`src/rtl/gf8_mul_arbiter.sv`:
```
// gf8_mul_arbiter: round-robin arbiter sharing one GF(2^8) multiplier among NREQ requesters.
// Grants one operand pair in IDLE, multiplies in EXEC, holds the product in DONE until accepted.
module gf8_mul_arbiter #(
  parameter int NREQ = 4,
  parameter logic [7:0] POLY = 8'h1B,
  localparam int IDW = $clog2(NREQ)
) (
  input  logic              clk,
  input  logic              rst,
  input  logic [NREQ-1:0]   req_valid,
  output logic [NREQ-1:0]   req_ready,
  input  logic [8*NREQ-1:0] req_a,
  input  logic [8*NREQ-1:0] req_b,
  output logic              rsp_valid,
  input  logic              rsp_ready,
  output logic [7:0]        rsp_y,
  output logic [IDW-1:0]    rsp_id,
  output logic              busy
);
  typedef enum logic [1:0] {IDLE, EXEC, DONE} state_t;
  state_t state_q, state_d;
  logic [IDW-1:0] ptr_q, ptr_d, id_q, id_d, rsp_id_q, rsp_id_d, gnt_id;
  logic [7:0] a_q, a_d, b_q, b_d, rsp_y_q, rsp_y_d, a_sel, b_sel;
  logic rsp_valid_q, rsp_valid_d, busy_q, busy_d, gnt;

  function automatic logic [7:0] gf_mul(input logic [7:0] x, input logic [7:0] y);
    logic [7:0] p, s;
    p = '0;
    s = x;
    for (int i = 0; i < 8; i++) begin
      p = y[i] ? p ^ s : p;
      s = s[7] ? {s[6:0], 1'b0} ^ POLY : {s[6:0], 1'b0};
    end
    return p;
  endfunction

  // Descending scan so the requester closest to ptr is the last (winning) assignment.
  always_comb begin
    gnt = 1'b0;
    gnt_id = '0;
    for (int k = NREQ - 1; k >= 0; k--)
      if (state_q == IDLE && !rst && req_valid[IDW'((int'(ptr_q) + k) % NREQ)]) begin
        gnt = 1'b1;
        gnt_id = IDW'((int'(ptr_q) + k) % NREQ);
      end
  end

  always_comb begin
    a_sel = '0;
    b_sel = '0;
    for (int i = 0; i < NREQ; i++)
      if (gnt_id == IDW'(i)) begin
        a_sel = req_a[8*i +: 8];
        b_sel = req_b[8*i +: 8];
      end
  end

  always_comb begin
    state_d = state_q;
    ptr_d = ptr_q;
    a_d = a_q;
    b_d = b_q;
    id_d = id_q;
    rsp_y_d = rsp_y_q;
    rsp_id_d = rsp_id_q;
    rsp_valid_d = rsp_valid_q;
    busy_d = busy_q;
    if (gnt) begin
      state_d = EXEC;
      ptr_d = IDW'((int'(gnt_id) + 1) % NREQ);
      a_d = a_sel;
      b_d = b_sel;
      id_d = gnt_id;
      busy_d = 1'b1;
    end else if (state_q == EXEC) begin
      state_d = DONE;
      rsp_y_d = gf_mul(a_q, b_q);
      rsp_id_d = id_q;
      rsp_valid_d = 1'b1;
    end else if (state_q == DONE && rsp_ready) begin
      state_d = IDLE;
      rsp_valid_d = 1'b0;
      busy_d = 1'b0;
    end
  end

  always_ff @(posedge clk or posedge rst)
    if (rst) begin
      state_q <= IDLE;
      ptr_q <= '0;
      a_q <= '0;
      b_q <= '0;
      id_q <= '0;
      rsp_y_q <= '0;
      rsp_id_q <= '0;
      rsp_valid_q <= 1'b0;
      busy_q <= 1'b0;
    end else begin
      state_q <= state_d;
      ptr_q <= ptr_d;
      a_q <= a_d;
      b_q <= b_d;
      id_q <= id_d;
      rsp_y_q <= rsp_y_d;
      rsp_id_q <= rsp_id_d;
      rsp_valid_q <= rsp_valid_d;
      busy_q <= busy_d;
    end

  assign req_ready = gnt ? NREQ'(1) << gnt_id : '0;
  assign rsp_valid = rsp_valid_q;
  assign rsp_y = rsp_y_q;
  assign rsp_id = rsp_id_q;
  assign busy = busy_q;
endmodule

```
`config.mk`:
```
export PLATFORM = sky130hd
export DESIGN_NAME = gf8_mul_arbiter
export DESIGN_NICKNAME = d
export VERILOG_FILES = /design/src/rtl/gf8_mul_arbiter.sv
export SDC_FILE = /design/constraint.sdc
export NUM_CORES = 1
export LEC_CHECK = 0
export ABC_AREA = 0
export BUFFER_PORTS_ARGS = -buffer_cell sky130_fd_sc_hd__buf_2
export CAP_MARGIN = 20
export CORE_AREA = 4 4 90 92
export DETAILED_ROUTE_END_ITERATION = 10
export DIE_AREA = 0 0 94 96
export GPL_TIMING_DRIVEN = 0
export PLACE_DENSITY_LB_ADDON = 0.1
export SLEW_MARGIN = 10
export SYNTH_ARGS = -nofsm -noshare
export SYNTH_HDL_FRONTEND = slang
export SYNTH_SLANG_ARGS = --single-unit
```
`constraint.sdc`:
```
create_clock -name clk -period 4.25 [get_ports clk]
set_input_delay 1.275 -clock clk [delete_from_list [all_inputs] [get_ports clk]]
set_output_delay 1.275 -clock clk [all_outputs]
set_load 0.05 [all_outputs]
```
==> impl.org, run 1 <==
** Floorplanning
- The core region is 0.007214 mm2.
- Die span in x :: 94 um
- The floorplan step defined a die boundary enclosing 0.009024 mm2.
- FP Rows :: 31
- Chip Height :: 96 um
- I/O pin count :: 87
- For this configuration, the core starts out at a cell density of 43.18%.

** Layout
- The repair_antennas step left the layout with diodes totalling 0.
- Compared with the post-synthesis result, the final layout area differs by 22.81%.
- Filler Cells Inserted :: 718
- Once layout is complete, the utilization of the core stands at 53.04%.
- After the last flow step, the layout net total stands at 532.
- Of the cells placed in the final design, the portion with a size suffix greater than 1 is 27.95%.
- Non-filler instance count after layout :: 557
- The finished cells cover 0.003826 mm2.

** Logic synthesis
- Post-Synthesis Cell Area :: 0.003115 mm2
- Total of warnings raised by yosys :: 0
- Asr flop ratio synth :: 100.0%
- Summing the sequential cell areas from Yosys gives 27.31% of the chip area.
- Distinct cell type count of the synthesized netlist :: 43
- Post-Syn Nets :: 440
- Dominant combinational cell family by area after synthesis :: XOR/XNOR gates
- Counting flops and latches in the post-synthesis netlist gives 34.
- Counting flops with a built-in enable in the synthesized netlist gives 0.
- Post-synthesis xor/xnor area fraction :: 26.06%
- Mean cell area of the mapped netlist :: 8.536 um2
- Simple-Gate Fraction of Synth Area :: 19.00%
- Multiplexer cells account for 3.775% of the synthesized area.
- Adder and majority cell fraction of the synthesized area :: 1.606%
- Compound-gate portion of the synthesized area :: 15.66%
- The most used flip-flop cell after synthesis is sky130_fd_sc_hd__dfrtp_1.
- Synthesis produced a netlist whose cell count is 365.

** STA
- Timing would allow up to 0.2455 GHz.
- Setup repair after global routing left no endpoint under its margin.
- Rel. slew slack :: 47.99%
- Final slew viol count :: 0
- The worst path needs 4.074 ns of the cycle, external delays included.
- After layout, the worst path uses 95.85% of the clock period.
- Number of failing hold endpoints at the final stage :: 0
- At the pin with the least slew margin, the transition time is 0.7701 ns.
- Setup violations remaining at the end of the flow were counted as 0.
- Across the routed clock network, the largest skew measured is 0.007967 ns.

** Detailed routing
- Dividing the detail-routed wire length by the instance count gives 14.46 um.
- Initial detailed-routing violation count :: 88
- For this run, design rule violations remaining after detail routing come to 0.
- Drt first pass iters :: 6
- ANT nets after route :: 0
- Summed over all layers, the routed wires come to 8053 um.
- The final route contains 2779 vias.
- After detailed routing, the number of vias per cell comes to 4.989.

** Global routing
- The initial antenna violation count came to 0.
- In the global route stage, overall resource usage came out at 18.57%.
- First-pass GRT wire length :: 13380 um
- Maximum number of pins on one net before global-route repair :: 35
- GRT Residual Overflow :: 0
- Vias in the first global route :: 2859

** Clock network
- TritonCTS built the clock tree.
- Number of buffers created by CTS :: 5
- The clock reaches the later pin of the worst-skew pair after 0.28 ns.
- Clk sinks :: 34
- For this design, the CTS-stage hold fixing added 0 buffers.
- The H-tree generated during clock tree synthesis spans 2 levels.
- CTS clock-pin slew for the worst setup and hold paths :: 0.07 ns
- Cell at the root of the clock tree :: sky130_fd_sc_hd__clkbuf_8
- Clock Tree Buf Depth :: 2

** Critical path
- In this run the worst path has a maximum fanout of 15.
- The slowest stage of the critical path belongs to the cell sky130_fd_sc_hd__a211o_1.
- Cell Chain, Critical Path :: buf_2, inv_1, nor2_1, a211o_1, a21oi_2, buf_4, inv_1, ha_2, and2_1, buf_2
- On the critical path the largest part of the delay comes from buffers and inverters.
- The worst setup path is launched from an input pin.
- Worst EP required :: 2.97 ns
- Worst Path Arrival :: 2.80 ns
- Sum of buffers and inverters on the critical path :: 5
- For this run, the slowest stage of the critical path takes 0.29 ns.
- Start-to-end type of the worst setup path :: input pin to output pin
- The worst setup path is captured at an output pin.

** Place
- Final HPWL DP :: 6343 um
- Routability congestion estimate :: 0.8016
- Number of port buffers :: 86
- Area of placed instances :: 0.003672 mm2
- Including well taps, the total number of placed cells is 550.

** Status
- Status :: finished, final reports clean

** Worst hold path
- Worst hold-check path type :: flip-flop to flip-flop

** Flow run
- Reported max-cap violation count :: 0
-- cells in the final DEF (no fill, tap or decap), drive strengths merged, types with 2 or more instances in the layout --
| cell | Yosys | routed |
|---|---|---|
| and2 | 4 | 4 |
| nor2b | 18 | 18 |
| a22oi | 2 | 2 |
| mux2i | 5 | 5 |
| mux2 | 6 | 6 |
| a21oi | 39 | 39 |
| nand2 | 66 | 66 |
| dfrtp | 34 | 34 |
| a221oi | 15 | 15 |
| inv | 10 | 10 |
| xnor2 | 37 | 37 |
| nor3 | 16 | 16 |
| xor2 | 18 | 18 |
| o21ai | 10 | 10 |
| clkbuf | 22 | 25 |
| ha | 4 | 4 |
| nor2 | 22 | 22 |
| a21o | 3 | 3 |
| xnor3 | 8 | 8 |
| xor3 | 5 | 5 |
| buf | 8 | 96 |
-- logic make-up (layout without fill, tap and decap cells) --
group / count (synthesis) / count (layout)
simple gates: 131 / 131
mux: 11 / 11
compound gates: 77 / 77
buf+inv: 40 / 133
xor+xnor: 68 / 68
fa+ha+maj: 4 / 4
flops: 34 / 34
-- routing by layer --
| metal | share of wire, % | wire [um] | vias up | GRT usage, % |
|---|---|---|---|---|
| li1 | - | - | 1413 | - |
| met1 | 47 | 3784 | 1289 | 24.20 |
| met2 | 47 | 3782 | 73 | 31.99 |
| met3 | 5.1 | 411 | 4 | 3.049 |
| met4 | 0.92 | 74 | 0 | 5.054 |
| met5 | 0 | 0 | - | 0 |
-- stage by stage --
step / TNS (ns) / worst slack [ns] / hold WS [ns]
after global placement: -1.549 / -0.6588 / 0.4642
final: 0 / 0.1762 / 0.4762
after CTS: -0.01627 / -0.01627 / 0.4816
after global routing: 0 / 0.05764 / 0.5054
after detailed placement: -1.559 / -0.6495 / 0.4654
after floorplan: -0.07082 / -0.07082 / 0.4453
-- cells in the mapped netlist, types with 2 or more instances --
cell type	instances	area, um2
sky130_fd_sc_hd__buf_6	2	22.52
sky130_fd_sc_hd__mux2i_1	5	50.05
sky130_fd_sc_hd__nor2_1	22	82.58
sky130_fd_sc_hd__nand2_1	66	247.7
sky130_fd_sc_hd__nor3_1	16	80.08
sky130_fd_sc_hd__a221oi_1	15	131.4
sky130_fd_sc_hd__clkbuf_1	19	71.32
sky130_fd_sc_hd__xor2_1	15	131.4
sky130_fd_sc_hd__clkbuf_8	3	41.29
sky130_fd_sc_hd__o21ai_0	9	45.04
sky130_fd_sc_hd__a21oi_1	39	195.2
sky130_fd_sc_hd__buf_4	2	15.01
sky130_fd_sc_hd__inv_1	10	37.54
sky130_fd_sc_hd__mux2_2	5	56.30
sky130_fd_sc_hd__dfrtp_1	34	850.8
sky130_fd_sc_hd__nor2b_1	18	112.6
sky130_fd_sc_hd__and2_1	4	25.02
sky130_fd_sc_hd__xor2_2	3	48.80
sky130_fd_sc_hd__xnor3_1	8	180.2
sky130_fd_sc_hd__ha_1	4	50.05
sky130_fd_sc_hd__a22oi_1	2	15.01
sky130_fd_sc_hd__xor3_1	4	95.09
sky130_fd_sc_hd__buf_2	2	10.01
sky130_fd_sc_hd__xnor2_1	36	315.3
sky130_fd_sc_hd__a21o_1	3	22.52
sky130_fd_sc_hd__buf_1	2	7.510
-- timing repair --
item	in CTS	in global routing
endpoints found under the setup margin	4	3
resized for setup	8	5
pin swaps	0	1
setup buffers	1	2
-- state kept, by name, summed over array words and instances, names as in the netlist --
name	flops
ptr_q	2
a_q	8
rsp_id	2
rsp_y	8
b_q	8
id_q	2
state_q	2
rsp_valid	1
busy	1
-- tightest hold or removal path, delay by kind of cell (launching register included) --
kind             cells  cell delay (ns)
AO/OA/AOI/OAI        1             0.06
flip-flops           1             0.34
AND/OR/NAND/NOR      1             0.04
-- area by class of cell --
class | count | area [um2] | share of cell area (%)
clock inverter | 2 | 12.51 | 0.3270
timing repair buffer | 89 | 457.9 | 11.97
multi-input combinational | 291 | 2105 | 55.00
sequential | 34 | 850.8 | 22.24
buffer | 26 | 156.4 | 4.088
clock buffer | 6 | 82.58 | 2.158
inverter | 10 | 37.54 | 0.9810
tap | 99 | 123.9 | 3.237
-- final timing paths --
kind,start,end,slack [ns],cells after the start
worst min-delay path,rsp_y[2],rsp_y[2],0.48,2
min in group asynchronous,rst,state_q[0],1.13,2
max in group asynchronous,rst,a_q[3],2.66,2
worst min register to register,rsp_y[2],rsp_y[2],0.48,2
worst max-delay path,req_valid[0],req_ready[2],0.18,10
worst max register to register,state_q[0],b_q[2],1.51,10
Power of run 1 is not shown: default switching activity piles up to over one toggle a cycle in this logic, so the estimate is an artifact.
==> run 2, diff against run 1 <==
--- a/config.mk
+++ b/config.mk
@@ -6,7 +6,7 @@
 export NUM_CORES = 1
 export LEC_CHECK = 0
 export ABC_AREA = 0
-export BUFFER_PORTS_ARGS = -buffer_cell sky130_fd_sc_hd__buf_2
+export BUFFER_PORTS_ARGS = -buffer_cell sky130_fd_sc_hd__clkbuf_2
 export CAP_MARGIN = 20
 export CORE_AREA = 4 4 90 92
 export DETAILED_ROUTE_END_ITERATION = 10
==> run 2 against run 1 <==
  * Utilization down 0.33 points
  * Wire length down 0.46%
  * Via count about the same
  * Critical path depth down 1
  * Critical path type unchanged
  * Critical endpoint is now req_ready[3]
  * Largest cell class unchanged
==> impl.org, run 2 (synthesis results as in run 1) <==
** Status
- The flow ran to the end, and the final reports show no timing, DRC or antenna violations.

** Clock network
- Buffers inserted during clock tree synthesis total 5.
- TritonCTS built the clock tree.
- Clock tree synthesis selected as its root buffer the cell sky130_fd_sc_hd__clkbuf_8.
- No sink is reached through more buffers than the 2 on the longest clock path.
- After clock tree synthesis, the clock-pin slew on the worst setup and hold paths is 0.07 ns.
- Clk sinks :: 34
- In this run the number of H-tree levels came out at 2.
- At the later pin of the worst-skew pair, clock insertion delay measures 0.28 ns.

** STA
- The worst path meets setup with 0.1098 ns of slack.
- The routed design could run at a clock period as short as 4.140 ns.
- Final hold slack :: 0.4851 ns
- In this run the tightest slew margin relative to its limit is 46.00%.
- Achievable Freq :: 0.2415 GHz
- Final slew viol count :: 0
- In the final timing run, aggregate negative setup slack is 0 ns.
- Setup violations remaining at the end of the flow were counted as 0.
- The number of hold violations in the final report was 0.
- For the pin with the worst max-slew slack, the measured transition is 0.7996 ns.
- Setup repair after global routing left no endpoint under its margin.
- Ratio of final minimum period to clock period :: 97.42%
- Worst Skew :: 0.007947 ns

** Global routing
- Initial antenna violation count :: 0
- Vias in the first global route :: 2842
- Global routing usage on met2 :: 32.47%
- For met3 alone, demand over resource in global routing was 3.127%.
- Busiest layer in global routing :: met2
- First-pass GRT wire length :: 13340 um
- In the global route stage, overall resource usage came out at 18.67%.
- GRT Residual Overflow :: 0
- Grt met1 use :: 23.92%
- Entering global routing, the biggest net connects 35 pins.

** Critical path
- The most critical setup path has its startpoint at req_valid[0].
- The worst setup path is launched from an input pin.
- Worst Path Arrival :: 2.87 ns
- Sum of buffers and inverters on the critical path :: 4
- R2R Setup Slk :: 1.49 ns
- Start-to-end type of the worst setup path :: input pin to output pin
- Top Family by Delay on Critical Path :: buffers and inverters
- The worst setup path is captured at an output pin.
- In this run the number of cells on the critical path is 9.
- The worst register-to-register path ends at b_q[2].
- Walking the worst path, the cells encountered are clkbuf_2, inv_1, nor2_1, a211o_1, a21oi_4, ha_4, clkbuf_4, and2_2, clkbuf_4.
- Peak per-stage delay on the critical path :: 0.31 ns
- For this design, the slowest cell found on the critical path is sky130_fd_sc_hd__a211o_1.
- The startpoint identified for the worst register-to-register timing path is state_q[0].
- STA puts the critical path data required time at 2.97 ns.
- Termination of the worst setup path :: req_ready[3]
- Path depth of the worst reg2reg path :: 11
- Critical Path Most Common Cell :: sky130_fd_sc_hd__clkbuf_4
- In this run the worst path has a maximum fanout of 10.

** Floorplanning
- For this configuration, the core starts out at a cell density of 43.18%.
- FP Rows :: 31
- The die is 94 um wide.
- Chip Height :: 96 um
- The die covers 0.009024 mm2.
- In this run the count of I/O pins placed on the die edge is 87.
- Total core area :: 0.007214 mm2

** Detailed routing
- Drt first pass iters :: 4
- Total length of routed wires :: 8016 um
- Initial detailed-routing violation count :: 88
- After detailed routing, the average wire length per cell comes to 14.47 um.
- The routed layout has 2777 vias.
- The count of nets left with antenna violations once routing finished came out at 0.
- For this run, design rule violations remaining after detail routing come to 0.
- Vias per std cell :: 5.013

** Layout
- Layout area overhead :: 22.05%
- Top library cells by usage in the layout, fill and taps aside :: sky130_fd_sc_hd__clkbuf_2 (84), sky130_fd_sc_hd__nand2_1 (66), sky130_fd_sc_hd__a21oi_1 (38)
- The final layout contains 530 nets.
- Fraction of the core area covered by cells at the end of the flow :: 52.71%
- Commonest non-fill, non-tap cell in the layout :: sky130_fd_sc_hd__clkbuf_2
- Number of antenna cells inserted :: 0
- Of the cells placed in the final design, the portion with a size suffix greater than 1 is 27.47%.

** Worst hold path
- Worst hold-check path type :: flip-flop to flip-flop

** Flow run
- The tool flagged a number of max-cap violations equal to 0.

** Place
- Routability-driven placement finished with a final weighted congestion of 0.8081.
- Summed over all nets, the half-perimeter wirelength after detailed placement is 6398 um.
- At the placement stage, the worst setup path has a slack of -0.6730 ns.
- Port buffering added 86 buffers.
run 2: cell type report:
cell class,instances,area (um2)
fill,719,3412
multi-input combinational,291,2112
sequential,34,850.8
timing repair buffer,87,442.9
buffer,26,156.4
tap,99,123.9
clock buffer,5,68.82
inverter,10,37.54
clock inverter,2,10.01
run 2: worst min path at each step:
stage | start | to | slack [ns] | depth (start not counted)
6_report | rsp_y[6] | rsp_y[6] | 0.49 | 2
5_1_grt | id_q[1] | id_q[1] | 0.53 | 1
4_1_cts | id_q[1] | id_q[1] | 0.49 | 1
3_5_place_dp | id_q[1] | id_q[1] | 0.47 | 1
3_3_place_gp | rsp_y[2] | rsp_y[2] | 0.47 | 2
2_1_floorplan | id_q[1] | id_q[1] | 0.45 | 1
run 2: worst register-to-register path: cells and delay by family, from the launching register on:
family | cells | cell delay [ns]
and+or+nand+nor | 3 | 0.55
adders and majority gates | 1 | 0.24
DFF | 1 | 0.45
AOI/OAI and AO/OA | 5 | 1.04
buffers and inverters | 2 | 0.34
run 2: routing by layer:
layer | part of all wire [%] | wire (um)
met2 | 47 | 3802
met4 | 1.8 | 142
met1 | 46 | 3695
met5 | 0 | 0
met3 | 4.7 | 375
run 2: timing repair:
item	in CTS	in global routing
pin swaps	0	1
cloned	0	0
gates resized for setup	9	6
setup buffers	0	1
endpoints found under the setup margin	4	3
hold buffers	0	0
hold endpoints to repair	0	0
run 2: per-stage QoR:
stage / instances / cell area, um2
floorplan: 365 / 3118
global route: 554 / 3802
CTS: 554 / 3769
detailed placement: 550 / 3672
global placement: 550 / 3672
finish: 554 / 3802
Power of run 2 is left out for the same reason.
==> run 3, diff against run 2 <==
--- a/config.mk
+++ b/config.mk
@@ -8,9 +8,10 @@
 export ABC_AREA = 0
 export BUFFER_PORTS_ARGS = -buffer_cell sky130_fd_sc_hd__clkbuf_2
 export CAP_MARGIN = 20
-export CORE_AREA = 4 4 90 92
+export CORE_AREA = 4 4 82 84
+export CTS_CLUSTER_DIAMETER = 100
 export DETAILED_ROUTE_END_ITERATION = 10
-export DIE_AREA = 0 0 94 96
+export DIE_AREA = 0 0 86 88
 export GPL_TIMING_DRIVEN = 0
 export PLACE_DENSITY_LB_ADDON = 0.1
 export SLEW_MARGIN = 10
==> run 3 against run 2 <==
  * Clock skew about the same
  * Non-clock buffer count unchanged
  * Worst setup slack lost 0.0080 ns
  * Register-to-register slack got worse by 0.06 ns
  * Critical path depth unchanged
  * Flip-flop and latch count unchanged
  * Sequential share of layout area is 0.16 points lower
  * Highest routed layer unchanged
  * Count of clock-buffer cells in the layout up 1
  * Fmax fell by 0.19%
==> impl.org, run 3 (synthesis results as in run 1) <==
** Layout
- The number of antenna diodes in the final layout is 0.
- Compared with the post-synthesis result, the final layout area differs by 22.93%.
- Of the cells placed in the final design, the portion with a size suffix greater than 1 is 27.63%.
- The library cell used most frequently in the layout, excluding fill and tap cells, is sky130_fd_sc_hd__clkbuf_2.
- In the layout the commonest cells are sky130_fd_sc_hd__clkbuf_2 (84), sky130_fd_sc_hd__nand2_1 (66), sky130_fd_sc_hd__a21oi_1 (38).
- Final Net Count :: 530

** Place
- Number of port buffers :: 86
- Routability congestion estimate :: 0.8235
- Detailed placement ended at an HPWL of 6135 um.

** Detailed routing
- Total number of vias :: 2784
- ANT nets after route :: 0
- In the routed design, unresolved DRC markers number 0.
- In the final routed layout, each cell accounts on average for 14.65 um.
- Initial detailed-routing violation count :: 154
- Vias per std cell :: 5.243
- The final layout contains routed wiring with a total length of 7777 um.
- Drt first pass iters :: 4

** Floorplanning
- The initial utilization of the core area, before any placement, comes to 52.62%.
- The die covers 0.007568 mm2.
- The floorplan step set the die height to 88 um.
- I/O pin count :: 87
- The die is 86 um wide.
- The floorplan has 28 rows.
- Total core area :: 0.005921 mm2

** STA
- Setup violations remaining at the end of the flow were counted as 0.
- Of the available clock period, the critical path in the final layout requires 97.61%.
- Worst Skew :: 0.007589 ns
- Static timing analysis puts the maximum clock frequency at 0.2411 GHz.
- Tightest Pin Transition :: 0.7630 ns
- Setup repair after global routing left no endpoint under its margin.
- Final hold slack :: 0.4851 ns
- Number of failing hold endpoints at the final stage :: 0
- Final slew viol count :: 0
- In this run the tightest slew margin relative to its limit is 48.47%.
- Shortest period the worst path allows :: 4.148 ns

** Critical path
- Cell Chain, Critical Path :: clkbuf_2, inv_1, nor2_1, a211o_1, a21oi_4, ha_4, clkbuf_4, and2_2, clkbuf_4
- Worst EP required :: 2.97 ns
- The worst setup path is captured at an output pin.
- Start-to-end type of the worst setup path :: input pin to output pin
- Path depth of the worst reg2reg path :: 10
- Peak per-stage delay on the critical path :: 0.31 ns
- Maximum fanout along the worst path :: 10
- By instance count, the cell type seen most on the critical path is sky130_fd_sc_hd__clkbuf_4.
- Worst Path Arrival :: 2.87 ns
- Max stage delay cell, worst path :: sky130_fd_sc_hd__a211o_1
- STA classifies the critical path startpoint as an input pin.

** Worst hold path
- Worst hold-check path type :: flip-flop to flip-flop
- Worst hold stages :: 2

** Status
- Status :: finished, final reports clean

** Global routing
- Maximum number of pins on one net before global-route repair :: 35
- GRT Residual Overflow :: 0
- The initial antenna violation count is 0.
- Overall routing resource usage :: 21.68%
- First-pass GRT wire length :: 13090 um
- Vias in the first global route :: 2762

** Clock network
- Hold repair after CTS inserted 0 buffers.
- Clk sinks :: 34
- After clock tree synthesis, the clock-pin slew on the worst setup and hold paths is 0.07 ns.
- The clock reaches the later pin of the worst-skew pair after 0.29 ns.
- The clock passes through at most 2 buffers.
- Number of buffers created by CTS :: 5
- TritonCTS clock tree :: yes
- CTS placed an instance of sky130_fd_sc_hd__clkbuf_8 at the clock tree root.
- The H-tree generated during clock tree synthesis spans 2 levels.

** Flow run
- Across the run, the number of max-cap violations was 0.
==> run 3: changes by cell type in the layout (fill, tap and decap cells not counted) <==
cell                        previous run  this run
sky130_fd_sc_hd__clkinv_2              2         0
sky130_fd_sc_hd__bufinv_16             0         2
sky130_fd_sc_hd__nor3_4                1         0
sky130_fd_sc_hd__nor3_2                0         1
sky130_fd_sc_hd__clkbuf_8              8         9
==> run 3: timing repair <==
item                                    4_1_cts  5_1_grt
cloned                                        0        0
buffers inserted                              0        1
endpoints found under the setup margin        4        3
gates resized for setup                       9        5
pin swaps                                     0        0
==> run 3: stage by stage <==
stage / setup slack [ns] / cells / util (%) / TNS [ns] / area [um2]
global route: 0.01147 / 531 / 64.69 / 0 / 3830
global placement: -0.6229 / 526 / 61.52 / -1.464 / 3642
finish: 0.1018 / 531 / 64.69 / 0 / 3830
detailed placement: -0.6522 / 526 / 61.52 / -1.553 / 3642
floorplan: -0.07082 / 365 / - / -0.07082 / 3118
CTS: -0.01588 / 531 / 64.22 / -0.01588 / 3802
==> run 3: cell type report <==
class / count / area, um2
sequential: 34 / 850.8
clock buffer: 6 / 82.58
timing repair buffer: 87 / 442.9
clock inverter: 2 / 60.06
tap: 75 / 93.84
buffer: 26 / 156.4
inverter: 10 / 37.54
fill: 551 / 2091
multi-input combinational: 291 / 2106
==> run 3: final timing paths <==
kind                              startpoint           end  slack (ns)
min in group asynchronous                rst    state_q[1]        1.09
worst max-delay path            req_valid[0]  req_ready[3]        0.10
max in group asynchronous                rst        a_q[4]        2.70
worst max register to register    state_q[0]        b_q[2]        1.43
worst min register to register      rsp_y[7]      rsp_y[7]        0.49
worst min-delay path                rsp_y[7]      rsp_y[7]        0.49
==> run 3: routing by layer <==
metal	global-route usage (%)	share of wire, %	vias up
met4	6.043	1.4	0
met2	35.74	47	94
met5	0	0	-
li1	-	-	1410
met1	29.13	46	1268
met3	4.233	6.1	12
==> run 3: worst max-delay path, delay by kind of cell <==
family / cells / cell delay (ns)
adders and majority gates: 1 / 0.21
buffers and inverters: 4 / 0.60
and+or+nand+nor: 2 / 0.20
AOI/OAI and AO/OA: 2 / 0.58
Power of run 3 is left out for the same reason.
